`config.mk`:
```
export PLATFORM = sky130hd
export DESIGN_NAME = mc_datapath
export DESIGN_NICKNAME = d
export VERILOG_FILES = /design/src/rtl/mc_datapath.sv
export SDC_FILE = /design/constraint.sdc
export NUM_CORES = 2
export LEC_CHECK = 0
export CAP_MARGIN = 20
export CELL_PAD_IN_SITES_DETAIL_PLACEMENT = 1
export CELL_PAD_IN_SITES_GLOBAL_PLACEMENT = 1
export CORE_AREA = 2 2 798 403
export DETAILED_ROUTE_END_ITERATION = 8
export DIE_AREA = 0 0 800 405
export PLACE_DENSITY_LB_ADDON = 0.05
export SLEW_MARGIN = 15
export SYNTH_ARGS = -nofsm -noshare
export SYNTH_HDL_FRONTEND = slang
export SYNTH_SLANG_ARGS = --single-unit
```
`constraint.sdc`:
```
create_clock -name clk -period 7.8 [get_ports clk]
set_clock_uncertainty 0.15 [all_clocks]
set_input_delay 1.56 -clock clk [delete_from_list [all_inputs] [get_ports clk]]
set_output_delay 1.56 -clock clk [all_outputs]
set_load 0.005 [all_outputs]
```
`src/rtl/mc_datapath.sv`:
```
// Multicycle MIPS datapath: PC, IR, MDR, A, B, ALUOut, register file, ALU and
// state register, steered by an external control unit over a unified memory port.
module mc_datapath #(
    parameter logic [31:0] RESET_PC = 32'h0000_0000
) (
    input  logic        clk,
    input  logic        rst,
    input  logic [3:0]  NS,
    output logic [3:0]  S,
    output logic [5:0]  Op,
    input  logic        PCWr,
    input  logic        PCWrCond,
    input  logic        IorD,
    input  logic        MemRd,
    input  logic        MemWr,
    input  logic        IRWr,
    input  logic        MemtoReg,
    input  logic        ALUSrcA,
    input  logic        RegWr,
    input  logic        RegDst,
    input  logic [1:0]  PCSrc,
    input  logic [1:0]  ALUOp,
    input  logic [1:0]  ALUSrcB,
    output logic [31:0] mem_addr,
    output logic [31:0] mem_wdata,
    input  logic [31:0] mem_rdata,
    output logic        mem_rd,
    output logic        mem_wr,
    input  logic [4:0]  dbg_ra,
    output logic [31:0] dbg_rd
);
    localparam int unsigned XLEN = 32;
    localparam int unsigned NREG = 32;

    localparam logic [3:0] S_FETCH = 4'd0;
    localparam logic [3:0] S_LAST  = 4'd9;

    localparam logic [2:0] ALU_ADD = 3'd0;
    localparam logic [2:0] ALU_SUB = 3'd1;
    localparam logic [2:0] ALU_AND = 3'd2;
    localparam logic [2:0] ALU_OR  = 3'd3;
    localparam logic [2:0] ALU_SLT = 3'd4;

    logic [XLEN-1:0] pc, ir, mdr, a, b, alu_out;
    logic [XLEN-1:0] rf [NREG];
    logic [XLEN-1:0] op_a, op_b, alu_res, sext_imm, pc_next, wr_data, rd_a, rd_b;
    logic [4:0]      rs, rt, wr_idx;
    logic [2:0]      alu_ctl;
    logic            zero, pc_en;

    assign rs       = ir[25:21];
    assign rt       = ir[20:16];
    assign sext_imm = {{16{ir[15]}}, ir[15:0]};
    assign Op       = ir[31:26];

    assign mem_addr  = IorD ? alu_out : pc;
    assign mem_wdata = b;
    assign mem_rd    = MemRd & ~rst;
    assign mem_wr    = MemWr & ~rst;

    // Register 0 is hardwired to zero on every read port.
    assign rd_a   = (rs == 5'd0) ? '0 : rf[rs];
    assign rd_b   = (rt == 5'd0) ? '0 : rf[rt];
    assign dbg_rd = (dbg_ra == 5'd0) ? '0 : rf[dbg_ra];

    // Undefined next-state codes fall back to fetch.
    always_ff @(posedge clk) begin
        if (rst)            S <= S_FETCH;
        else if (NS > S_LAST) S <= S_FETCH;
        else                S <= NS;
    end

    always_comb begin
        alu_ctl = ALU_ADD;
        case (ALUOp)
            2'b01: alu_ctl = ALU_SUB;
            2'b10: begin
                case (ir[5:0])
                    6'b100010: alu_ctl = ALU_SUB;
                    6'b100100: alu_ctl = ALU_AND;
                    6'b100101: alu_ctl = ALU_OR;
                    6'b101010: alu_ctl = ALU_SLT;
                    default:   alu_ctl = ALU_ADD;
                endcase
            end
            default: alu_ctl = ALU_ADD;
        endcase
    end

    always_comb begin
        op_a = ALUSrcA ? a : pc;
        op_b = b;
        case (ALUSrcB)
            2'b01:   op_b = 32'd4;
            2'b10:   op_b = sext_imm;
            2'b11:   op_b = {sext_imm[29:0], 2'b00};
            default: op_b = b;
        endcase
    end

    always_comb begin
        alu_res = op_a + op_b;
        case (alu_ctl)
            ALU_SUB: alu_res = op_a - op_b;
            ALU_AND: alu_res = op_a & op_b;
            ALU_OR:  alu_res = op_a | op_b;
            ALU_SLT: alu_res = {31'd0, $signed(op_a) < $signed(op_b)};
            default: alu_res = op_a + op_b;
        endcase
    end

    assign zero = (alu_res == '0);

    always_comb begin
        pc_next = alu_res;
        case (PCSrc)
            2'b01:   pc_next = alu_out;
            2'b10:   pc_next = {pc[31:28], ir[25:0], 2'b00};
            2'b11:   pc_next = pc;
            default: pc_next = alu_res;
        endcase
    end

    assign pc_en   = PCWr | (PCWrCond & zero);
    assign wr_idx  = RegDst ? ir[15:11] : rt;
    assign wr_data = MemtoReg ? mdr : alu_out;

    always_ff @(posedge clk) begin
        if (rst) begin
            pc      <= RESET_PC;
            ir      <= '0;
            mdr     <= '0;
            a       <= '0;
            b       <= '0;
            alu_out <= '0;
        end else begin
            if (pc_en) pc <= pc_next;
            if (IRWr)  ir <= mem_rdata;
            mdr     <= mem_rdata;
            a       <= rd_a;
            b       <= rd_b;
            alu_out <= alu_res;
        end
    end

    always_ff @(posedge clk) begin
        if (rst) begin
            for (int i = 0; i < NREG; i++) rf[i] <= '0;
        end else if (RegWr && wr_idx != 5'd0) begin
            rf[wr_idx] <= wr_data;
        end
    end
endmodule

```
# Word-level counts from Yosys, hierarchy flattened
# Memory sizes are Yosys's and may differ from the RTL's. A register that Yosys moved wholly into a read port is not among the register bits.
# Index checks and enable logic that the tools add are counted.
# op_classes
n_lt_le_gt_ge	2
eq_ne	16
n_reduce_logical	12
mux	18
bitwise_logic	9
n_addsub	2
# op_table
operator	count
32-bit case mux with 3 select lines	2
32-bit two-way mux	5
32-bit case mux with 4 select lines	1
32-bit adder	1
32-bit AND	1
32-bit zero test	1
32-bit less-than comparator	1
32-bit bitwise OR	1
32-bit OR reduction	1
32-bit subtractor	1
6-bit == test, second input constant	4
5-bit zero test	3
3-bit case mux with 4 select lines	1
2-bit == test, second input constant	5
5-bit two-way mux	2
2-bit by 1-bit == test with 1-bit output, second input constant	3
3-bit by 2-bit == test with 1-bit output, second input constant	2
1-bit two-way mux	6
3-bit case mux with 2 select lines	1
2-bit OR reduction	3
5-bit nonzero test	1
4-bit greater-than comparator, second input constant	1
1-bit AND	3
3-bit by 1-bit == test with 1-bit output, second input constant	1
other kinds (6)	8
# totals
in_bits	59
output_inout_bits	108
mem_count	1
reg_bits	132
ramBits	1024
elab_cells	66
# mem_list
memory	depth	word_bits	read_ports	rd_clocked_by_memory_dff	write_ports	line_no	text
rf	32	32	3	2	32	45	logic [XLEN-1:0] rf [NREG];

# Logic depth before layout (Yosys ltp)
# logic_depth
word_depth	9
depth_mapped	21

# Worst setup path after synthesis
# No wires, ideal clock.
# synth_path
path_type	input port to flip-flop
startpoint	input port ALUSrcB[1]
endpoint	register pc[28]
stages	20
setup_ns	0.119
setup_slack_ns	1.215
n_path_buf	3
t_arrival_ns	6.317
cell_sequence	clkbuf_1 -> clkbuf_1 -> mux2i_1 -> nor2_1 -> ha_1 -> inv_1 -> fa_1 -> nor2b_1 -> o311ai_2 -> a21oi_2 -> o311ai_1 -> a211oi_1 -> or4_4 -> a2111oi_4 -> nand4_1 -> nor4_2 -> and4_1 -> buf_6 -> nor2_2 -> o221a_2
# synth_via
elab_chain_cells	8
word_cells_on_any_way	15
cone_classes	2 x add/sub; 1 x order compare; 3 x eq/ne; 3 x mux; 4 x bitwise; 2 x reduce/logical
# synth_lines
element	line_no	text
start: declaration	23	input logic [1:0] ALUSrcB,
2-bit == test / 2-bit by 1-bit == test with 1-bit output (equally long branches)	93	case (ALUSrcB)
32-bit case mux with 3 select lines *	93	
32-bit adder, or another cell as far along	108	default: alu_res = op_a + op_b;
32-bit case mux with 4 select lines *	103	case (alu_ctl)
32-bit zero test	112	assign zero = (alu_res == '0);
1-bit AND	124	assign pc_en = PCWr | (PCWrCond & zero);
1-bit bitwise OR	124	
3-bit AND reduction (no source line)	-	
end signal: assignment	137	if (pc_en) pc <= pc_next;
end: declaration	44	logic [XLEN-1:0] pc, ir, mdr, a, b, alu_out;
# Mark *: on every way between the ends. The rest lies on a longest branch, timed or not.
# A chain may end at the register's enable or synchronous reset.

# Final worst setup path
# layout_path
startpoint	input port ALUSrcB[1]
endpoint	register pc[30]
# The elaborated chain is that of the path after synthesis.

==> out/metrics.cfg <==
[status]
status = complete, no violations

[power]
worst_ir_drop_vdd_uv = 168
power.density_nw_per_um2 = 221
p_leak_nw = 28.8

[floorplan]
row_count = 147
ios = 167
dieHeight_microns = 405
dieArea_sq_um = 324000
initial_core_util_pct = 22.8
die_w_microns = 800
coreArea_sq_um = 318000

[yosys]
synth_edf_count = 1024
syn-cell-area_sq_um = 72700
syn_inst = 5574
synth_seq_area_share_pct = 47.7
synth_warnings = 0
synthArstFlopShare_pct = 0
synth_flop_cell = edfxtp_1
ys_seq_elements = 1220
postSynthAreaPerCell_sq_um = 13.0
ys_types = 90

[cts]
cts_tree = done
cts_inserted_buffers = 144
cts_max_level = 4
clk_latency_ns = 0.88
postCtsResizedCells = 0
clock-sinks = 1220
cts_hold_buffers = 0
postCtsSetupRepairBufs = 0
clock-root-buffer = clkbuf_16
path_clk_slew_ns = 0.07
cts_buffer_depth = 4

[timing]
rsz0062_at_grt = no
setup_tns_ns = 0
post-route-period-util_pct = 99.3
fin_crit_ns = 7.74
maxSlewHeadroom_pct = 20.6
worst_pin_slew_ns = 1.19
hold_viol_final = 0
setup_viol = 0
timing.fmax_ghz = 0.129
report.final.slew_viol_count = 0

[cells_and_area]
syn_to_final_growth_pct = 19.3
final_nets = 5910
num-fill-cells = 34000
final_cells = 10100
drive_gt1_share_pct = 29.3

[placed_design]
place_hpwl_microns = 279000
gp_congestion = 0.910
numPortBuffers = 166
dp.cells = 9844

[detailed_routing]
wirelength_microns = 425000
first_iter_violations = 7940
antenna_left = 0
wl_per_cell_microns = 42.1
drc_errors = 0
vias = 55900
vias_per_cell = 5.53
drt_pass1_iterations = 5

[grt]
grt_start_max_net_pins = 79
grt_pass1_wl_microns = 557000
overflow = 0
grt_pass1_vias = 54700
grt_antenna_before_repair = 42
grt_usage_pct = 25.7

[critical_path]
crit_type = in -> reg
critical_path_required_ns = 8.40
cp.arrival_ns = 8.34
crit_path_start_kind = input port
cp_max_fo = 12
endpoint_kind = flop

[worst_hold_path]
hp-class = reg -> reg

[job]
maxCapViolations = 0

cells by family after synthesis:
kind of cell	after synthesis	synth area share, %
simple gates	1617	9.10
mux	1228	30.7
flops	1220	47.7
compound gates	700	6.80
buf+inv	686	3.65
fa+ha+maj	103	1.79
xor+xnor	19	0.229
other cells	1	0.00516
area by class of cell:
| cell class | count | area [sq um] | share of cell area (%) |
|---|---|---|---|
| clock inverters | 68 | 729 | 0.841 |
| repair buffers | 578 | 5280 | 6.09 |
| flip-flops and latches | 1220 | 34700 | 40.0 |
| well taps | 4246 | 5310 | 6.13 |
| clock buffers | 179 | 3840 | 4.43 |
| multi-input cells | 3699 | 36400 | 42.0 |
| diodes | 5 | 12.5 | 0.0144 |
| inverters | 105 | 397 | 0.457 |
power breakdown:
group          total [W]  switching, W  internal [W]
logic            0.00436       0.00274       0.00161
registers        0.00768      0.000337       0.00734
clock network    0.00716       0.00319       0.00397
metal layers:
metal | wire [microns] | track usage [%] | vias up
met5 | 45 | 0 | -
met4 | 8800 | 4.79 | 6
met3 | 32800 | 5.00 | 379
met2 | 161000 | 33.5 | 2551
met1 | 222000 | 42.7 | 31000
li1 | - | - | 22000
layout by cell type, fill, tap and decap left out, types with 64 or more instances in the layout:
| cell | count |
|---|---|
| a21oi_1 | 120 |
| a221oi_1 | 82 |
| buf_4 | 376 |
| clkbuf_16 | 148 |
| clkdlybuf4s50_1 | 156 |
| dfxtp_1 | 186 |
| edfxtp_1 | 1024 |
| ha_1 | 100 |
| inv_1 | 103 |
| mux2_2 | 146 |
| mux2i_1 | 264 |
| mux4_2 | 786 |
| nand2_1 | 107 |
| nor2_1 | 1223 |
| o21ai_0 | 108 |
| o22ai_1 | 64 |
metrics by stage:
step	hold slack (ns)	area (sq um)	utilization (%)	total power (W)	setup slack [ns]
2_1_floorplan	0.286	72800	-	0.00973	1.21
3_3_place_gp	0.317	81900	25.8	0.0121	-0.290
3_5_place_dp	0.336	82000	25.8	0.0121	-0.293
4_1_cts	0.345	86600	27.2	0.0193	0.633
5_1_grt	0.360	86700	27.3	0.0198	0.221
6_report	0.346	86700	27.3	0.0192	0.0581
worst paths after layout:
kind | slack (ns) | cells after the start | endpoint | startpoint
worst min register to register | 0.35 | 2 | pc[15] | pc[15]
worst max-delay path | 0.06 | 22 | pc[30] | ALUSrcB[1]
worst max register to register | 0.93 | 18 | pc[30] | ir[5]
worst min-delay path | 0.35 | 2 | pc[15] | pc[15]
state kept, by name, indices dropped and copies added, names as in the netlist:
signal / count
alu_out: 32
a: 32
ir: 32
S: 4
mem_wdata: 32
pc: 32
rf: 1024
mdr: 32
worst max-delay path: stages:
cell	delay (ns)
clkdlybuf4s50_1	0.50
buf_12	0.18
and2_0	0.36
buf_12	0.21
nand2_1	0.06
o21ai_0	0.16
ha_1	0.32
nor2_1	0.55
o21ai_0	0.47
a31oi_1	0.65
or3_1	0.39
o22ai_1	0.20
a211oi_1	0.36
buf_4	0.18
nand3_1	0.07
buf_4	0.20
nor4_2	0.67
buf_4	0.24
and4_1	0.44
buf_4	0.22
nor2_2	0.05
o221a_2	0.25
synth_stat cells, types with 9 or more instances:
master,number,area share (%)
a211o_1,29,0.35
a211oi_1,53,0.55
a21o_1,29,0.30
a21oi_1,121,0.83
a221o_1,9,0.12
a221oi_1,82,0.99
a22o_1,17,0.20
a31oi_1,18,0.15
and2_1,9,0.077
buf_1,102,0.53
buf_2,23,0.16
buf_4,9,0.093
clkbuf_1,444,2.3
dfxtp_1,196,5.4
edfxtp_1,1024,42
ha_1,101,1.7
inv_1,103,0.53
mux2_2,146,2.3
mux2i_1,296,4.1
mux4_2,786,24
nand2_1,171,0.88
nand2b_1,16,0.14
nand3_1,14,0.096
nand4_1,12,0.10
nor2_1,1226,6.3
nor2b_1,53,0.46
nor3_1,53,0.37
nor3b_1,9,0.093
nor4_1,13,0.11
o211ai_1,25,0.26
o21ai_0,109,0.75
o21bai_1,11,0.11
o221ai_1,49,0.59
o22ai_1,64,0.55
o31ai_1,19,0.20
xnor2_1,16,0.19
No activity file was read; power rests on OpenSTA's default activity.
